`src/rtl/subtractor_serial_16b.sv`:
```
// Bit-serial 16-bit subtractor (diff = in0 - in1 - bin), LSB first, 16 cycles per operation.
// Define SUBTRACTOR_SERIAL_OVF_EN to build signed-overflow detection; otherwise ovf is tied low.
module subtractor_serial_16b (
  input  logic        clk,
  input  logic        rst_n,
  input  logic        in_val,
  output logic        in_rdy,
  input  logic [15:0] in0,
  input  logic [15:0] in1,
  input  logic        bin,
  output logic        out_val,
  input  logic        out_rdy,
  output logic [15:0] diff,
  output logic        bout,
  output logic        ovf
);

  typedef enum logic [1:0] {IDLE, CALC, DONE} state_t;

  state_t      state_q, state_d;
  logic [15:0] a_q, a_d;
  logic [15:0] b_q, b_d;
  logic [15:0] res_q, res_d;
  logic        br_q, br_d;
  logic [3:0]  cnt_q, cnt_d;
  logic        d_bit;

  always_comb begin
    state_d = state_q;
    a_d     = a_q;
    b_d     = b_q;
    res_d   = res_q;
    br_d    = br_q;
    cnt_d   = cnt_q;
    d_bit   = a_q[0] ^ b_q[0] ^ br_q;
    case (state_q)
      IDLE: begin
        if (in_val) begin
          a_d     = in0;
          b_d     = in1;
          br_d    = bin;
          cnt_d   = '0;
          state_d = CALC;
        end
      end
      CALC: begin
        br_d  = (~a_q[0] & b_q[0]) | (~a_q[0] & br_q) | (b_q[0] & br_q);
        a_d   = {1'b0, a_q[15:1]};
        b_d   = {1'b0, b_q[15:1]};
        res_d = {d_bit, res_q[15:1]};
        cnt_d = cnt_q + 4'd1;
        if (cnt_q == 4'd15) state_d = DONE;
      end
      DONE: begin
        if (out_rdy) state_d = IDLE;
      end
      default: state_d = IDLE;
    endcase
  end

  always_ff @(posedge clk) begin
    if (!rst_n) begin
      state_q <= IDLE;
      a_q     <= '0;
      b_q     <= '0;
      res_q   <= '0;
      br_q    <= 1'b0;
      cnt_q   <= '0;
    end else begin
      state_q <= state_d;
      a_q     <= a_d;
      b_q     <= b_d;
      res_q   <= res_d;
      br_q    <= br_d;
      cnt_q   <= cnt_d;
    end
  end

  assign in_rdy  = (state_q == IDLE);
  assign out_val = (state_q == DONE);
  assign diff    = res_q;
  assign bout    = br_q;

`ifdef SUBTRACTOR_SERIAL_OVF_EN
  // Operand registers are shifted away during CALC, so the signs are kept separately.
  logic sa_q, sa_d;
  logic sb_q, sb_d;

  always_comb begin
    sa_d = sa_q;
    sb_d = sb_q;
    if (state_q == IDLE && in_val) begin
      sa_d = in0[15];
      sb_d = in1[15];
    end
  end

  always_ff @(posedge clk) begin
    if (!rst_n) begin
      sa_q <= 1'b0;
      sb_q <= 1'b0;
    end else begin
      sa_q <= sa_d;
      sb_q <= sb_d;
    end
  end

  assign ovf = (state_q == DONE) && (sa_q != sb_q) && (res_q[15] != sa_q);
`else
  assign ovf = 1'b0;
`endif

endmodule

```
`config.mk`:
```
export PLATFORM = sky130hd
export DESIGN_NAME = subtractor_serial_16b
export DESIGN_NICKNAME = d
export VERILOG_FILES = /design/src/rtl/subtractor_serial_16b.sv
export SDC_FILE = /design/constraint.sdc
export NUM_CORES = 1
export LEC_CHECK = 0
export ABC_AREA = 1
export CAP_MARGIN = 30
export CORE_AREA = 2 2 88 90
export DETAILED_ROUTE_END_ITERATION = 16
export DIE_AREA = 0 0 90 92
export SYNTH_ARGS = -nofsm -noshare
export SYNTH_HDL_FRONTEND = slang
export SYNTH_SLANG_ARGS = --single-unit
```
`constraint.sdc`:
```
create_clock -name clk -period 1.5 [get_ports clk]
set_clock_uncertainty 0.05 [all_clocks]
set_input_delay 0.3 -clock clk [delete_from_list [all_inputs] [get_ports clk]]
set_output_delay 0.3 -clock clk [all_outputs]
set_load 0.05 [all_outputs]
```
==> impl_metrics.yaml, run 1 <==
outcome:
  outcome: "finished, final reports clean"
routing:
  wirelength_um: 6147
  drtAntennaViolNets: 0
  first_pass_iters: 4
  drt-vias-per-instance: 4.442
  drt_first_iter_violations: 109
  detail_route.drc_violations: 0
  dr_total_vias: 2403
  route.detailed.wl_per_inst_um: 11.36
synth:
  commonest_cells_in_the_netlist: "sky130_fd_sc_hd__nor2_1 (94), sky130_fd_sc_hd__nand2_1 (79), sky130_fd_sc_hd__dfxtp_1 (55)"
  edff_count_synth: 0
  netlist_area_mm2: 0.002491
  post-synth-top-area-cell: "sky130_fd_sc_hd__dfxtp_1"
  synth_fp_nets: 417
  synth_seq_cells: 55
  synthesis.yosys.warnings: 0
  synth-async-reset-ratio_pct: 0
  synth_top_area_share_pct: 44.20
  yosysUniqueCellTypes: 19
  avgSynthCellArea_um2: 6.590
  yosys-top-cells-area: "sky130_fd_sc_hd__dfxtp_1 (44%), sky130_fd_sc_hd__nor2_1 (14%), sky130_fd_sc_hd__nand2_1 (12%), sky130_fd_sc_hd__nand3_1 (11%), sky130_fd_sc_hd__inv_1 (5.6%)"
  yosys.cell_count.top_type: "sky130_fd_sc_hd__nor2_1"
  ys_seq_area_share_pct: 44.20
  post_synthesis_cells: 378
  synth-main-ff-cell: "sky130_fd_sc_hd__dfxtp_1"
critical_path:
  crit_fanout: 8
  critical_path.startpoint_type: "register"
  kind_of_end_point_of_the_critical_path: "output port"
  timing.critical_path.required_ns: 1.15
  cp.arrival_ns: 1.10
  critPathKind: "register to output port"
clock_tree:
  clock_transition_at_path_regs_ns: 0.10
  cts-root-buf: "sky130_fd_sc_hd__clkbuf_8"
  tritoncts_clock_tree: "done"
  tritoncts_num_sinks: 55
  htreeDepth: 2
  cts_made_buffers: 5
  cts-root-to-sink-buffers: 2
  hold_buffers: 0
  worstSkewPairLatency_ns: 0.31
cells_and_area:
  drive_gt1_share_pct: 12.76
  antenna_diode_count: 0
  final_util_pct: 48.24
  synthToLayoutAreaGrowth_pct: 44.20
  layout.filler_cells: 769
  final_nets: 477
global_route:
  grt_antenna_before_repair: 0
  grt_start_max_net_pins: 33
  number_of_global_route_vias_before_repair: 2226
  first_pass_grt_wire_length_um: 10260
  track_usage_pct: 15.12
  grt_remaining_overflow: 0
sta:
  report.final.setup_viol: 0
  hold-worst-slack_ns: 0.4244
  final_min_period_over_clock_period_pct: 96.76
  rsz0062_at_grt: "false"
  period_needed_ns: 1.451
  worst_slew_pin_tran_ns: 0.5099
  final.setup.tns_ns: 0
  slew_viols_final: 0
  max_freq_mhz: 689.0
  maxSlewHeadroom_pct: 65.65
  final_critical_path_setup_slack_ns: 0.04863
  hold_violations: 0
die:
  design.core.area_mm2: 0.007447
  floorplan.die.height_um: 92
  dieArea_mm2: 0.008280
  design.portCount: 57
  rows: 32
  die_w_um: 90
  initial_utilization_pct: 33.45
placement:
  dp_hpwl_um: 4071
  place.port_buffers: 55
  gp_routability_congestion: 0.7689
  place_ws_ns: -0.1126
power_and_ir_drop:
  overall_power_uw: 3817
  cellLeakagePower_uw: 0.001604
  pwr_density_cell_mw_per_mm2: 1063
  vdd_drop_max_mv: 0.5188
job:
  max_cap_violations: 0
worst_hold_path:
  hold_path_class: "register to register"
-- where the power goes --
part | total [uW] | internal [uW] | leakage (uW) | switching (uW)
clock network | 900 | 421 | 0.0000505 | 480
registers | 1710 | 1590 | 0.000452 | 115
logic | 1210 | 581 | 0.00110 | 630
-- layout make-up --
class                           instances  area (um^2)  area share [%]
Clock buffer                            7        96.34           2.682
Sequential cell                        55         1106           30.79
Tap cell                              102        127.6           3.553
Inverter                               39        146.4           4.075
Clock inverter                          1        7.507          0.2090
Timing Repair Buffer                   76        973.4           27.10
Multi-Input combinational cell        261         1135           31.59
-- worst paths after layout --
kind                                 start       to  slack [ns]  cells after the start
worst min-delay path               b_q[15]  b_q[15]        0.42                      2
worst max register to register  state_q[0]   b_q[2]        0.18                      7
worst max-delay path            state_q[0]   in_rdy        0.05                      3
worst min register to register     b_q[15]  b_q[15]        0.42                      2
-- cells in the final DEF (no fill, tap or decap), types with 2 or more instances in the layout --
cell type	count
sky130_fd_sc_hd__nor2_1	92
sky130_fd_sc_hd__nand2_1	79
sky130_fd_sc_hd__nand3_1	53
sky130_fd_sc_hd__dfxtp_1	53
sky130_fd_sc_hd__inv_1	37
sky130_fd_sc_hd__clkdlybuf4s50_1	36
sky130_fd_sc_hd__buf_12	23
sky130_fd_sc_hd__o21ai_0	20
sky130_fd_sc_hd__buf_4	16
sky130_fd_sc_hd__a21oi_1	9
sky130_fd_sc_hd__clkbuf_8	7
sky130_fd_sc_hd__nor2_4	3
sky130_fd_sc_hd__nand2_2	2
-- metal layers --
layer / GRT usage, % / routed length (um)
met5: 0 / 0
met4: 3.462 / 38
met3: 4.437 / 341
met2: 24.69 / 2757
met1: 19.81 / 3010
-- registers in the layout, summed over array words and instances, names as in the netlist --
name     flops
a_q         16
b_q         16
diff        16
state_q      2
bout         1
cnt_q        4
-- cells by family after synthesis --
group	after synthesis	synth area share, %
AND/OR/NAND/NOR	229	37.67
other	1	0.1505
flip-flops	55	44.20
buffers and inverters	62	10.85
adder cells (fa/ha/maj)	2	1.306
AO/OA/AOI/OAI	29	5.826
-- stage by stage --
stage               area [um^2]  cells
global route               3592    541
detailed placement         3403    527
global placement           3403    527
floorplan                  2494    378
finish                     3592    541
CTS                        3547    536
-- worst max-delay path, stage by stage (launching register included) --
cell                      delay (ns)
sky130_fd_sc_hd__dfxtp_4        0.39
sky130_fd_sc_hd__nor2_4         0.15
sky130_fd_sc_hd__buf_12         0.13
sky130_fd_sc_hd__buf_12         0.13
-- what timing repair did --
action / CTS / global route
pin swaps: 1 / 1
setup buffers: 0 / 5
resized for setup: 3 / 2
endpoints found under the setup margin: 2 / 2
cloned: 1 / 0
Power figures use the tool's default switching activity.
==> run 2, diff against run 1 <==
--- a/config.mk
+++ b/config.mk
@@ -7,9 +7,10 @@
 export LEC_CHECK = 0
 export ABC_AREA = 1
 export CAP_MARGIN = 30
-export CORE_AREA = 2 2 88 90
+export CORE_AREA = 2 2 74 76
 export DETAILED_ROUTE_END_ITERATION = 16
-export DIE_AREA = 0 0 90 92
+export DIE_AREA = 0 0 76 78
+export PLACE_DENSITY = 0.78
 export SYNTH_ARGS = -nofsm -noshare
 export SYNTH_HDL_FRONTEND = slang
 export SYNTH_SLANG_ARGS = --single-unit
==> run 2 against run 1 <==
  * Clock-buffer cell count grew 1
  * Global-route usage grew 6.2 points
  * Utilization grew 21 points
  * Hold slack gained 0.019 ns
  * Register-to-register slack lost 0.06 ns
  * Final cell count shrank 7.0%
  * Fmax is essentially flat
  * Via count grew 0.71%
  * First-iteration DRC count grew 61%
  * Die area shrank 28%
  * Design area shrank 2.6%
==> impl_metrics.yaml, run 2 (synthesis results as in run 1) <==
global_route:
  grt_antenna_before_repair: 0
  track_usage_pct: 21.28
  grt_remaining_overflow: 0
  first_pass_grt_wire_length_um: 10300
  number_of_global_route_vias_before_repair: 2243
  grt_start_max_net_pins: 43
sta:
  max_freq_mhz: 688.8
  slew_viols_final: 0
  final_min_period_over_clock_period_pct: 96.79
  worst_slew_pin_tran_ns: 0.5421
  report.final.setup_viol: 0
  maxSlewHeadroom_pct: 63.48
  hold_violations: 0
  final_critical_path_setup_slack_ns: 0.04809
  period_needed_ns: 1.452
  hold-worst-slack_ns: 0.4430
  rsz0062_at_grt: "false"
placement:
  dp_hpwl_um: 4064
  post-place-cells: 493
  gp_routability_congestion: 0.8163
  place_ws_ns: -0.09603
  place.port_buffers: 55
  placement.cell_area_mm2: 0.003348
die:
  floorplan.die.height_um: 78
  dieArea_mm2: 0.005928
  rows: 26
  die_w_um: 76
  initial_utilization_pct: 49.40
  design.portCount: 57
  design.core.area_mm2: 0.005042
routing:
  drt-vias-per-instance: 4.811
  wirelength_um: 6019
  drtAntennaViolNets: 0
  first_pass_iters: 4
  route.detailed.wl_per_inst_um: 11.97
  detail_route.drc_violations: 0
  dr_total_vias: 2420
  drt_first_iter_violations: 176
clock_tree:
  cts-root-buf: "sky130_fd_sc_hd__clkbuf_8"
  cts-root-to-sink-buffers: 2
  tritoncts_num_sinks: 55
  cts_made_buffers: 5
  worstSkewPairLatency_ns: 0.30
  clock_transition_at_path_regs_ns: 0.09
  htreeDepth: 2
  tritoncts_clock_tree: "done"
  hold_buffers: 0
critical_path:
  timing.critical_path.required_ns: 1.15
  timing.critical_path.buf_inv: 2
  cp.arrival_ns: 1.10
  cp_slowest_stage_delay_ns: 0.38
  cp_top_family: "flip-flops"
  critPathKind: "register to output port"
  path_cells: "nor2_4 -> buf_12 -> buf_12"
  critical_path.startpoint_type: "register"
  critical_path.most_common_cell: "sky130_fd_sc_hd__buf_12"
  worst_path_max_delay_cell: "sky130_fd_sc_hd__dfxtp_4"
  crit_fanout: 4
  kind_of_end_point_of_the_critical_path: "output port"
cells_and_area:
  stdcell_count: 503
  antenna_diode_count: 0
  mostFrequentLayoutCell: "sky130_fd_sc_hd__nor2_1"
  postLayoutCellArea_mm2: 0.003498
  synthToLayoutAreaGrowth_pct: 40.43
  layout.filler_cells: 413
  final_nets: 471
  mostFrequentLayoutCells: "sky130_fd_sc_hd__nor2_1 (92), sky130_fd_sc_hd__nand2_1 (79), sky130_fd_sc_hd__nand3_1 (53), sky130_fd_sc_hd__dfxtp_1 (53), sky130_fd_sc_hd__inv_1 (37)"
  drive_gt1_share_pct: 11.32
  final_util_pct: 69.38
power_and_ir_drop:
  pwr_density_cell_mw_per_mm2: 1074
  cellLeakagePower_uw: 0.001576
  vdd_drop_max_mv: 0.5921
job:
  max_cap_violations: 0
worst_hold_path:
  hold_path_class: "register to register"
outcome:
  outcome: "finished, final reports clean"
## run 2: changes by cell type in the layout (fill, tap and decap cells not counted)
| cell | change |
|---|---|
| sky130_fd_sc_hd__nor2_2 | +1 |
| sky130_fd_sc_hd__buf_4 | -6 |
| sky130_fd_sc_hd__clkbuf_1 | +1 |
| sky130_fd_sc_hd__nor2_4 | -1 |
| sky130_fd_sc_hd__clkinvlp_4 | -1 |
## run 2: timing repair
item,CTS,global route
pin swaps,1,0
endpoints found under the setup margin,1,2
buffers inserted,0,1
resized for setup,3,1
cloned,1,0
## run 2: power by group
| group | switching [uW] | internal (uW) | total, uW |
|---|---|---|---|
| clock | 453 | 422 | 876 |
| sequential | 117 | 1590 | 1710 |
| combinational | 623 | 551 | 1170 |
| total | 1190 | 2560 | 3760 |
## run 2: per-layer routing
layer  GRT usage [%]  wire length (um)
met4           7.636                76
met3           4.767               347
met2           37.05              3018
met1           25.93              2577
met5               0                 0
## run 2: area by class of cell
| type | count | area (um^2) | share of cell area, % |
|---|---|---|---|
| Multi-Input combinational cell | 261 | 1130 | 32.30 |
| Sequential cell | 55 | 1106 | 31.62 |
| Timing Repair Buffer | 70 | 928.4 | 26.54 |
| Inverter | 39 | 146.4 | 4.185 |
| Clock buffer | 8 | 100.1 | 2.861 |
| Tap cell | 70 | 87.58 | 2.504 |
## run 2: worst reg2reg max path: cells and delay by family (launching register included)
kind,cells,cell delay [ns]
buf+inv,3,0.43
compound gates,1,0.11
flops,1,0.38
simple gates,3,0.36
## run 2: worst paths after layout
| path | startpoint | end | slack, ns | cells after the start |
|---|---|---|---|---|
| max reg2reg | state_q[1] | b_q[15] | 0.12 | 7 |
| min reg2reg | cnt_q[1] | cnt_q[1] | 0.44 | 2 |
| max | state_q[1] | in_rdy | 0.05 | 3 |
| min | cnt_q[1] | cnt_q[1] | 0.44 | 2 |
## run 2: through the flow
stage	total power, uW	setup TNS [ns]
finish	3757	0
global route	3956	0
CTS	3769	-0.005572
detailed placement	2864	-1.086
global placement	2839	-0.1753
floorplan	2348	0
